### src/rtl/cpu_dbg_pkg.sv
// Shared definitions for the CPU debug observers.
//   PC_W             : width of a program counter value
//   DEF_HIST_DEPTH   : default number of PC history entries
//   DEF_HALT_CYCLES  : default count of equal PC samples that mean "halted"
//   dbg_state_e      : trace monitor state encoding (IDLE=0, RUN=1, HALT=2)
package cpu_dbg_pkg;

    localparam int PC_W            = 32;
    localparam int DEF_HIST_DEPTH  = 8;
    localparam int DEF_HALT_CYCLES = 4;

    typedef enum logic [1:0] {
        ST_IDLE = 2'd0,
        ST_RUN  = 2'd1,
        ST_HALT = 2'd2
    } dbg_state_e;

endpackage

### src/rtl/pc_hist_buf.sv
// Circular history of pushed PC values with a newest-first indexed read.
//   clk, rst : clock and synchronous active-high reset (clears RAM too)
//   push     : write push_pc at the write pointer and advance it
//   push_pc  : PC value to record
//   rd_idx   : read index, 0 = most recent entry
//   rd_pc    : entry at rd_idx, or 0 when rd_idx is not a valid entry
//   count    : number of valid entries, saturating at DEPTH
module pc_hist_buf
    import cpu_dbg_pkg::*;
#(
    parameter  int DEPTH = DEF_HIST_DEPTH,
    localparam int AW    = $clog2(DEPTH)
) (
    input  logic            clk,
    input  logic            rst,
    input  logic            push,
    input  logic [PC_W-1:0] push_pc,
    input  logic [AW-1:0]   rd_idx,
    output logic [PC_W-1:0] rd_pc,
    output logic [AW:0]     count
);

    localparam logic [AW:0] CNT_MAX = (AW+1)'(DEPTH);

    logic [PC_W-1:0] ram [DEPTH];
    logic [AW-1:0]   wr_ptr;
    logic [AW:0]     cnt_q;
    logic [AW-1:0]   rd_addr;

    always_ff @(posedge clk) begin
        if (rst) begin
            for (int i = 0; i < DEPTH; i++) begin
                ram[i] <= '0;
            end
            wr_ptr <= '0;
            cnt_q  <= '0;
        end else if (push) begin
            ram[wr_ptr] <= push_pc;
            wr_ptr      <= wr_ptr + AW'(1);
            if (cnt_q != CNT_MAX) begin
                cnt_q <= cnt_q + (AW+1)'(1);
            end
        end
    end

    // DEPTH is a power of two, so AW-bit arithmetic wraps modulo DEPTH for free.
    assign rd_addr = wr_ptr - AW'(1) - rd_idx;
    assign rd_pc   = ({1'b0, rd_idx} < cnt_q) ? ram[rd_addr] : '0;
    assign count   = cnt_q;

endmodule

### src/rtl/pc_trace_monitor.sv
// Observer on the CPU pc_out stream: counts cycles and distinct-PC fetches,
// records recent distinct PCs, flags misaligned PCs and detects a stuck PC.
//   clk, rst   : clock and synchronous active-high reset
//   pc_in      : PC sampled every rising edge
//   hist_idx   : history read index (0 = newest)
//   hist_pc    : history entry at hist_idx (combinational), 0 if invalid
//   hist_cnt   : valid history entries, saturating at HIST_DEPTH
//   cycle_cnt  : edges spent in RUN or HALT, saturating
//   fetch_cnt  : history pushes, saturating
//   halted     : high while in HALT
//   misaligned : sticky flag for any sampled PC with nonzero low bits
//   state      : IDLE=0, RUN=1, HALT=2
module pc_trace_monitor
    import cpu_dbg_pkg::*;
#(
    parameter  int HIST_DEPTH  = DEF_HIST_DEPTH,
    parameter  int HALT_CYCLES = DEF_HALT_CYCLES,
    parameter  int CNT_W       = 16,
    localparam int HIST_AW     = $clog2(HIST_DEPTH)
) (
    input  logic               clk,
    input  logic               rst,
    input  logic [PC_W-1:0]    pc_in,
    input  logic [HIST_AW-1:0] hist_idx,
    output logic [PC_W-1:0]    hist_pc,
    output logic [HIST_AW:0]   hist_cnt,
    output logic [CNT_W-1:0]   cycle_cnt,
    output logic [CNT_W-1:0]   fetch_cnt,
    output logic               halted,
    output logic               misaligned,
    output logic [1:0]         state
);

    // Stall counter holds up to HALT_CYCLES-1. The HALT transition fires on the
    // edge where the counter would step from HALT_CYCLES-2 to HALT_CYCLES-1.
    localparam int                STALL_W   = $clog2(HALT_CYCLES);
    localparam logic [STALL_W-1:0] STALL_PRE = STALL_W'(HALT_CYCLES - 2);

    dbg_state_e          state_q, state_d;
    logic [PC_W-1:0]     last_pc_q;
    logic [STALL_W-1:0]  stall_q;
    logic [CNT_W-1:0]    cycle_q, fetch_q;
    logic                misaligned_q;
    logic                push;
    logic                pc_changed;

    function automatic logic [CNT_W-1:0] sat_inc(input logic [CNT_W-1:0] v);
        return (&v) ? v : v + CNT_W'(1);
    endfunction

    assign pc_changed = (pc_in != last_pc_q);

    always_comb begin
        state_d = state_q;
        push    = 1'b0;
        case (state_q)
            ST_IDLE: begin
                push    = 1'b1;
                state_d = ST_RUN;
            end
            ST_RUN: begin
                if (pc_changed) begin
                    push = 1'b1;
                end else if (stall_q == STALL_PRE) begin
                    state_d = ST_HALT;
                end
            end
            ST_HALT: begin
                if (pc_changed) begin
                    push    = 1'b1;
                    state_d = ST_RUN;
                end
            end
            default: state_d = ST_IDLE;
        endcase
    end

    always_ff @(posedge clk) begin
        if (rst) begin
            state_q      <= ST_IDLE;
            last_pc_q    <= '0;
            stall_q      <= '0;
            cycle_q      <= '0;
            fetch_q      <= '0;
            misaligned_q <= 1'b0;
        end else begin
            state_q <= state_d;
            // IDLE always leaves for RUN, so every non-reset edge is a counted edge.
            cycle_q <= sat_inc(cycle_q);
            if (pc_in[1:0] != 2'b00) begin
                misaligned_q <= 1'b1;
            end
            if (push) begin
                last_pc_q <= pc_in;
                fetch_q   <= sat_inc(fetch_q);
                stall_q   <= '0;
            end else if (state_q == ST_RUN) begin
                stall_q <= stall_q + STALL_W'(1);
            end
        end
    end

    pc_hist_buf #(
        .DEPTH (HIST_DEPTH)
    ) u_hist (
        .clk     (clk),
        .rst     (rst),
        .push    (push),
        .push_pc (pc_in),
        .rd_idx  (hist_idx),
        .rd_pc   (hist_pc),
        .count   (hist_cnt)
    );

    assign cycle_cnt  = cycle_q;
    assign fetch_cnt  = fetch_q;
    assign halted     = (state_q == ST_HALT);
    assign misaligned = misaligned_q;
    assign state      = state_q;

endmodule

### config.mk
export PLATFORM = sky130hd
export DESIGN_NAME = pc_trace_monitor
export DESIGN_NICKNAME = d
export VERILOG_FILES = /design/src/rtl/cpu_dbg_pkg.sv /design/src/rtl/pc_hist_buf.sv /design/src/rtl/pc_trace_monitor.sv
export SDC_FILE = /design/constraint.sdc
export NUM_CORES = 1
export LEC_CHECK = 0
export ABC_AREA = 1
export BUFFER_PORTS_ARGS = -buffer_cell sky130_fd_sc_hd__buf_2
export CAP_MARGIN = 10
export CELL_PAD_IN_SITES_DETAIL_PLACEMENT = 2
export CELL_PAD_IN_SITES_GLOBAL_PLACEMENT = 2
export CORE_UTILIZATION = 33
export CTS_CLUSTER_SIZE = 8
export DETAILED_ROUTE_END_ITERATION = 16
export HOLD_SLACK_MARGIN = 0.06
export PLACE_DENSITY_LB_ADDON = 0.1
export SETUP_SLACK_MARGIN = 0.2
export SYNTH_ARGS = -nofsm -noshare
export SYNTH_HDL_FRONTEND = slang
export SYNTH_HIERARCHICAL = 1
export SYNTH_SLANG_ARGS = --single-unit
### constraint.sdc
create_clock -name clk -period 3.4 [get_ports clk]
set_input_delay 0.85 -clock clk [delete_from_list [all_inputs] [get_ports clk]]
set_output_delay 0.85 -clock clk [all_outputs]
set_load 0.005 [all_outputs]
# Word level (Yosys, flattened, before mapping)
# Memories as Yosys holds them, arrays and structs flattened.
# Index checks and enable logic that the tools add are counted.
# totals
register_bits,76
ram_bits,256
input_bits,37
out_inout_bits,72
wordCells,51
memories,1
# memory_table
name,words,word_bits,rd,rd_ports_with_merged_regs,write_ports,line,source
u_hist.ram,8,32,1,0,8,pc_hist_buf.sv:25,logic [PC_W-1:0] ram [DEPTH];
# classes
addsub,7
magnitude_cmp,1
eq_ne,8
muxes,15
bitwise,1
n_reduce_logical,10
# op_table
cell,count
32-bit 2-to-1 mux,2
"16-bit by 1-bit adder with 16-bit output, second input constant",2
32-bit inequality test,1
16-bit AND reduction,2
32-bit OR reduction,1
1-bit 2-to-1 mux,7
2-bit 2-to-1 mux,3
2-bit one-hot mux with 3 select lines,1
"4-bit by 1-bit adder with 4-bit output, second input constant",1
"2-bit == test, second input constant",2
3-bit by 4-bit less-than comparator with 1-bit output,1
"2-bit inequality test, second input constant",2
"4-bit inequality test, second input constant",1
2-bit AND reduction,2
2-bit OR reduction,2
"3-bit by 1-bit adder with 3-bit output, second input constant",1
3-bit 2-to-1 mux,1
3-bit AND reduction,1
"3-bit by 1-bit subtractor with 3-bit output, second input constant",1
3-bit subtractor,1
"2-bit by 1-bit adder with 2-bit output, second input constant",1
"2-bit by 1-bit == test with 1-bit output, second input constant",1
2-bit zero test,1
"2-bit by 1-bit inequality test with 1-bit output, second input constant",1
other kinds (3),3

# Depth between registers and ports, before layout
# depth
ltp_word,8
ltp_mapped,20
mapped_depth_nobuf,18

# Cells and area by module
# Netlist, hierarchy kept.
# by_module_without_submodules
mod,n_inst,cells_each,area_each_um2,seq_area_each_um2
pc_hist_buf,1,1517,13033.8,7827.5
pc_trace_monitor,1,556,3753.6,1381.3

# Worst setup path before layout
# Ideal clock, no wire load.
# synth_timing
kind,in2reg
from,input pc_in[20]
to,memory u_hist.ram[7][0] (enable)
setup_ps,478
t_arrival_ps,2932
t_required_ps,2922
path_slack_ps,-10
stages,16
n_path_buf,2
cell_sequence,xnor2_1 -> nand2_1 -> nor2_1 -> nand2_1 -> nor2_2 -> nand2_1 -> nand2_1 -> nand2_2 -> nand2_4 -> inv_4 -> buf_6 -> nand2_1 -> nor2_2 -> nand2_1 -> clkbuf_1 -> nand2_1
# synth_rtl
item,line,source
from (decl),pc_trace_monitor.sv:23,"input logic [PC_W-1:0] pc_in,"
to (decl),pc_hist_buf.sv:25,

# Worst setup path in the final report
# layout_timing
from,input hist_idx[0]
to,output hist_pc[0]
# layout_via
elab_chain_cells,3
elab_cells_between_ends,4
cone_classes,add/sub (1); order compare (1); mux (1); memory (1)
# layout_rtl
item,line,source
from (decl),pc_trace_monitor.sv:24,"input logic [HIST_AW-1:0] hist_idx,"
3-bit subtractor,pc_hist_buf.sv:47,assign rd_addr = wr_ptr - AW'(1) - rd_idx;
memory 8 x 32 bit,--,
32-bit 2-to-1 mux (*),pc_hist_buf.sv:48,"assign rd_pc = ({1'b0, rd_idx} < cnt_q) ? ram[rd_addr] : '0;"
to (decl),pc_trace_monitor.sv:25,"output logic [PC_W-1:0] hist_pc,"
# Every way passes the cells marked *; elsewhere a longest branch is shown, timed or not.

==> results by stage <==
Worst setup path:
- The launching element type of the critical path is an input port.
- The critical path data arrival time is 2660 ps.
- The startpoint identified for the worst register-to-register timing path is last_pc_q[14]$_SDFFE_PP0P_.
- The worst setup path is of the input port to output pin kind.
- On the critical path, the stage with the largest delay is an instance of sky130_fd_sc_hd__fa_2.
- At the worst endpoint, the required time is 2550 ps.
- The worst register-to-register path has a depth of 17.
- The largest stage delay on the critical path is 550 ps.
- The endpoint identified for the worst register-to-register timing path is u_hist/ram[0][28]$_SDFFCE_PN0P_.
- The sort of element at the end of the critical path is an output pin.
- The top fanout value on the critical path is 6.
- The critical path goes through buf_8 > inv_4 > ha_4 > fa_2 > buf_12 > buf_16 > buf_8 > nand3_2 > nand2_2 > nand2_2 > a21oi_2 > buf_2.
- The worst-case register-to-register setup slack is 710 ps.

STA:
- Setup slack on the critical path of the routed design comes to -107 ps.
- The worst pin sits at a relative slew slack of 56.4%.
- The fmax is 0.285 GHz.
- Setup repair after global routing could not meet its margin everywhere.
- In the finished design, the share of the clock period the worst path needs comes to 103%.
- Setup violations remaining at the end of the flow were counted as 30.
- The minimum clock period is 3510 ps.
- The minimum hold slack is 476 ps.
- The number of hold violations in the final report is 0.
- The worst clock skew is 23.7 ps.
- The final number of max-transition violations is 0.
- For the pin with the worst max-slew slack, the measured transition is 653 ps.

Drt:
- Dividing the detail-routed via count by the number of cells gives 4.90.
- The routed layout has 14360 vias.
- The final wirelength is 60500 um.
- The wire length on met1 is 26300 um.
- The detailed route wirelength on metal3 is 2190 um.
- The routed design uses 30500 um of met2 wire.
- The highest layer touched by signal routing is met4.
- The first routing iteration left 533 violations.
- The detail route stage leaves a number of antenna-violating nets equal to 0.
- The remaining design rule violation count is 0.
- In the final routed layout, each cell accounts on average for 20.7 um.
- The detailed-routing iteration count for the pre-antenna-repair pass is 4.

Synthesis:
- The post-synth net total is 2125.
- In this run the cell area of the synthesized design comes to 16800 um^2.
- The share of synthesized area occupied by flip-flops and latches is 54.9%.
- The flip-flop and latch count after synthesis is 332.
- A synthesized cell averages 8.10 um^2.
- After synthesis, the netlist uses 35 different library cells.
- Counting every instance in the synthesized netlist gives 2073.
- The Yosys step of the flow raised 6 warnings.

CTS:
- Clock latency on the worst-skew pair, taken at its later pin, is 580 ps.
- In this run the clock root is driven by a sky130_fd_sc_hd__clkbuf_16.
- The clock transition at the register clock pins on the worst setup and hold paths after CTS is 50 ps.
- The clock tree buffer depth is 3.
- The H-tree was split into 2 levels.
- Buffers inserted to repair hold after CTS numbered 0.
- The clock sink count is 332.
- The number of clock buffers added by TritonCTS is 47.
- The CTS tree is done.

Flow run:
- The tool flagged a number of max-cap violations equal to 0.

Global route:
- Entering global routing, the biggest net connects 68 pins.
- The global-route wire length before repair is 91400 um.
- The number of global-route vias before repair came to 15600.
- The overall fraction of global-route tracks in use is 23.7%.
- The initial antenna violation count came to 0.
- Global routing finished with a remaining overflow of 0.

Layout:
- The count of fill cells added during filler insertion is 5557.
- The leading cell type in the layout, fill and taps excluded is sky130_fd_sc_hd__nand2_1.
- The post-synthesis to final-layout area growth is 24.9%.
- The area occupied by registers is 9210 um^2.
- In the layout the commonest cells are 471 x sky130_fd_sc_hd__nand2_1, 383 x sky130_fd_sc_hd__inv_1, 369 x sky130_fd_sc_hd__nor2_1, 256 x sky130_fd_sc_hd__edfxtp_1, 113 x sky130_fd_sc_hd__nand3_1.
- The net count of the finished layout is 2282.
- The finished layout holds 2928 standard cells, fillers aside.
- The area taken by multi-input logic gates is 6060 um^2.
- The share of final-layout standard cells stronger than drive strength 1 is 17.8%.
- The number of inserted diodes is 0.

Placed design:
- The HPWL after detailed placement is 37700 um.
- The congestion estimate from routability-driven global placement came to 0.763.
- After detailed placement, the design holds a cell count of 2833.
- The number of port buffers is 108.

Power:
- Across the VDD grid, the largest voltage drop is 368 uV.
- For this design the ratio of total power to cell area is 828 nW/um^2.
- For this design the static power due to leakage is 9.72 nW.

Die:
- The core region is 50200 um^2.
- 109 I/O pins were placed.
- After floorplanning, the core was divided into 82 placement rows.
- The die outline height is 228 um.
- The starting density of the core is 33.5%.
- The die boundary width is 228 um.
- The die covers 51800 um^2.

Outcome:
- The final reports fail on setup timing.
- The run finished, with violations left.

Worst hold path:
- The worst hold path begins at misaligned$_SDFFE_PP0P_.
- The min-delay analysis places its worst path in the category register to register.
- The number of cells on the worst hold path is 2.
- The worst hold path terminates at misaligned$_SDFFE_PP0P_.
## cell usage after synthesis, drive strengths merged
cell type | number | area [um^2]
nor3 | 17 | 100
nand3 | 160 | 811
nor2 | 375 | 1430
xor2 | 4 | 35.0
clkbuf | 17 | 63.8
dfxtp | 76 | 1520
o31ai | 1 | 7.51
inv | 392 | 1470
edfxtp | 256 | 7690
a31oi | 2 | 12.5
buf | 77 | 502
nand4 | 19 | 119
ha | 14 | 175
fa | 1 | 20.0
nand3b | 1 | 7.51
o211ai | 1 | 7.51
nand2 | 532 | 2050
nor4 | 3 | 25.0
xnor2 | 29 | 254
a21oi | 46 | 230
a21boi | 1 | 7.51
o21ai | 49 | 245
## timing repair
item,CTS,global route
setup buffers,7,3
endpoints found under the setup margin,32,32
pin swaps,69,60
gates cloned,8,2
resized for setup,86,72
## how the worst max path moves through the flow
stage / startpoint / to / slack, ps / cells past startpoint
CTS: hist_idx[0] / hist_pc[23] / -110 / 12
global placement: hist_idx[0] / hist_pc[0] / -210 / 11
finish: hist_idx[0] / hist_pc[0] / -110 / 12
global route: hist_idx[0] / hist_pc[23] / -160 / 12
detailed placement: hist_idx[0] / hist_pc[1] / -240 / 14
floorplan: hist_idx[0] / hist_pc[13] / 250 / 9
## critical path, delay by kind of cell
| family | cells | cell delay [ps] |
|---|---|---|
| AOI/OAI and AO/OA | 1 | 180 |
| adders and majority gates | 2 | 690 |
| buffers and inverters | 6 | 710 |
| and+or+nand+nor | 3 | 210 |
## stage by stage
step	total power [mW]	TNS (ps)	utilization [%]	cell area (um^2)	setup slack (ps)
after CTS	17.1	-2150	41.0	20600	-114
after detailed placement	11.7	-4720	37.2	18700	-235
after global routing	18.4	-3450	41.8	21000	-156
after global placement	11.5	-3530	37.2	18700	-207
final	17.4	-1520	41.8	21000	-107
after floorplan	9.09	0	-	16800	255
## registers in the layout (all words and copies together), names as in the netlist
name / count
u_hist/wr_ptr: 3
last_pc_q: 32
fetch_cnt: 16
u_hist/ram: 256
u_hist/count: 4
cycle_cnt: 16
state: 2
misaligned: 1
stall_q: 2
## power by group
| group | total (mW) | leakage [nW] | internal, mW | switching (mW) |
|---|---|---|---|---|
| combinational | 7.66 | 5.82 | 2.96 | 4.69 |
| sequential | 5.37 | 3.28 | 5.08 | 0.289 |
| clock | 4.33 | 0.622 | 2.55 | 1.78 |
## area by class of cell
type	count	share of cell area (%)
clock inverter	1	0.0418
multi-input combinational	1255	28.9
clock buffer	74	6.14
tap	672	4.01
sequential	332	44.0
inverter	392	7.13
timing repair buffer	202	9.80
## layer usage
metal,GRT usage [%],up-vias
li1,-,6718
met1,29.5,7348
met2,42.4,208
met3,3.38,86
met4,7.08,0
met5,0,-
## cells by family after synthesis
logic type / synth area share [%]
AND/OR/NAND/NOR: 27.1
buffers and inverters: 12.1
flip-flops: 54.9
AO/OA/AOI/OAI: 3.04
XOR/XNOR: 1.72
adder cells (fa/ha/maj): 1.16
Note: power is estimated with default switching activity, not from simulation.
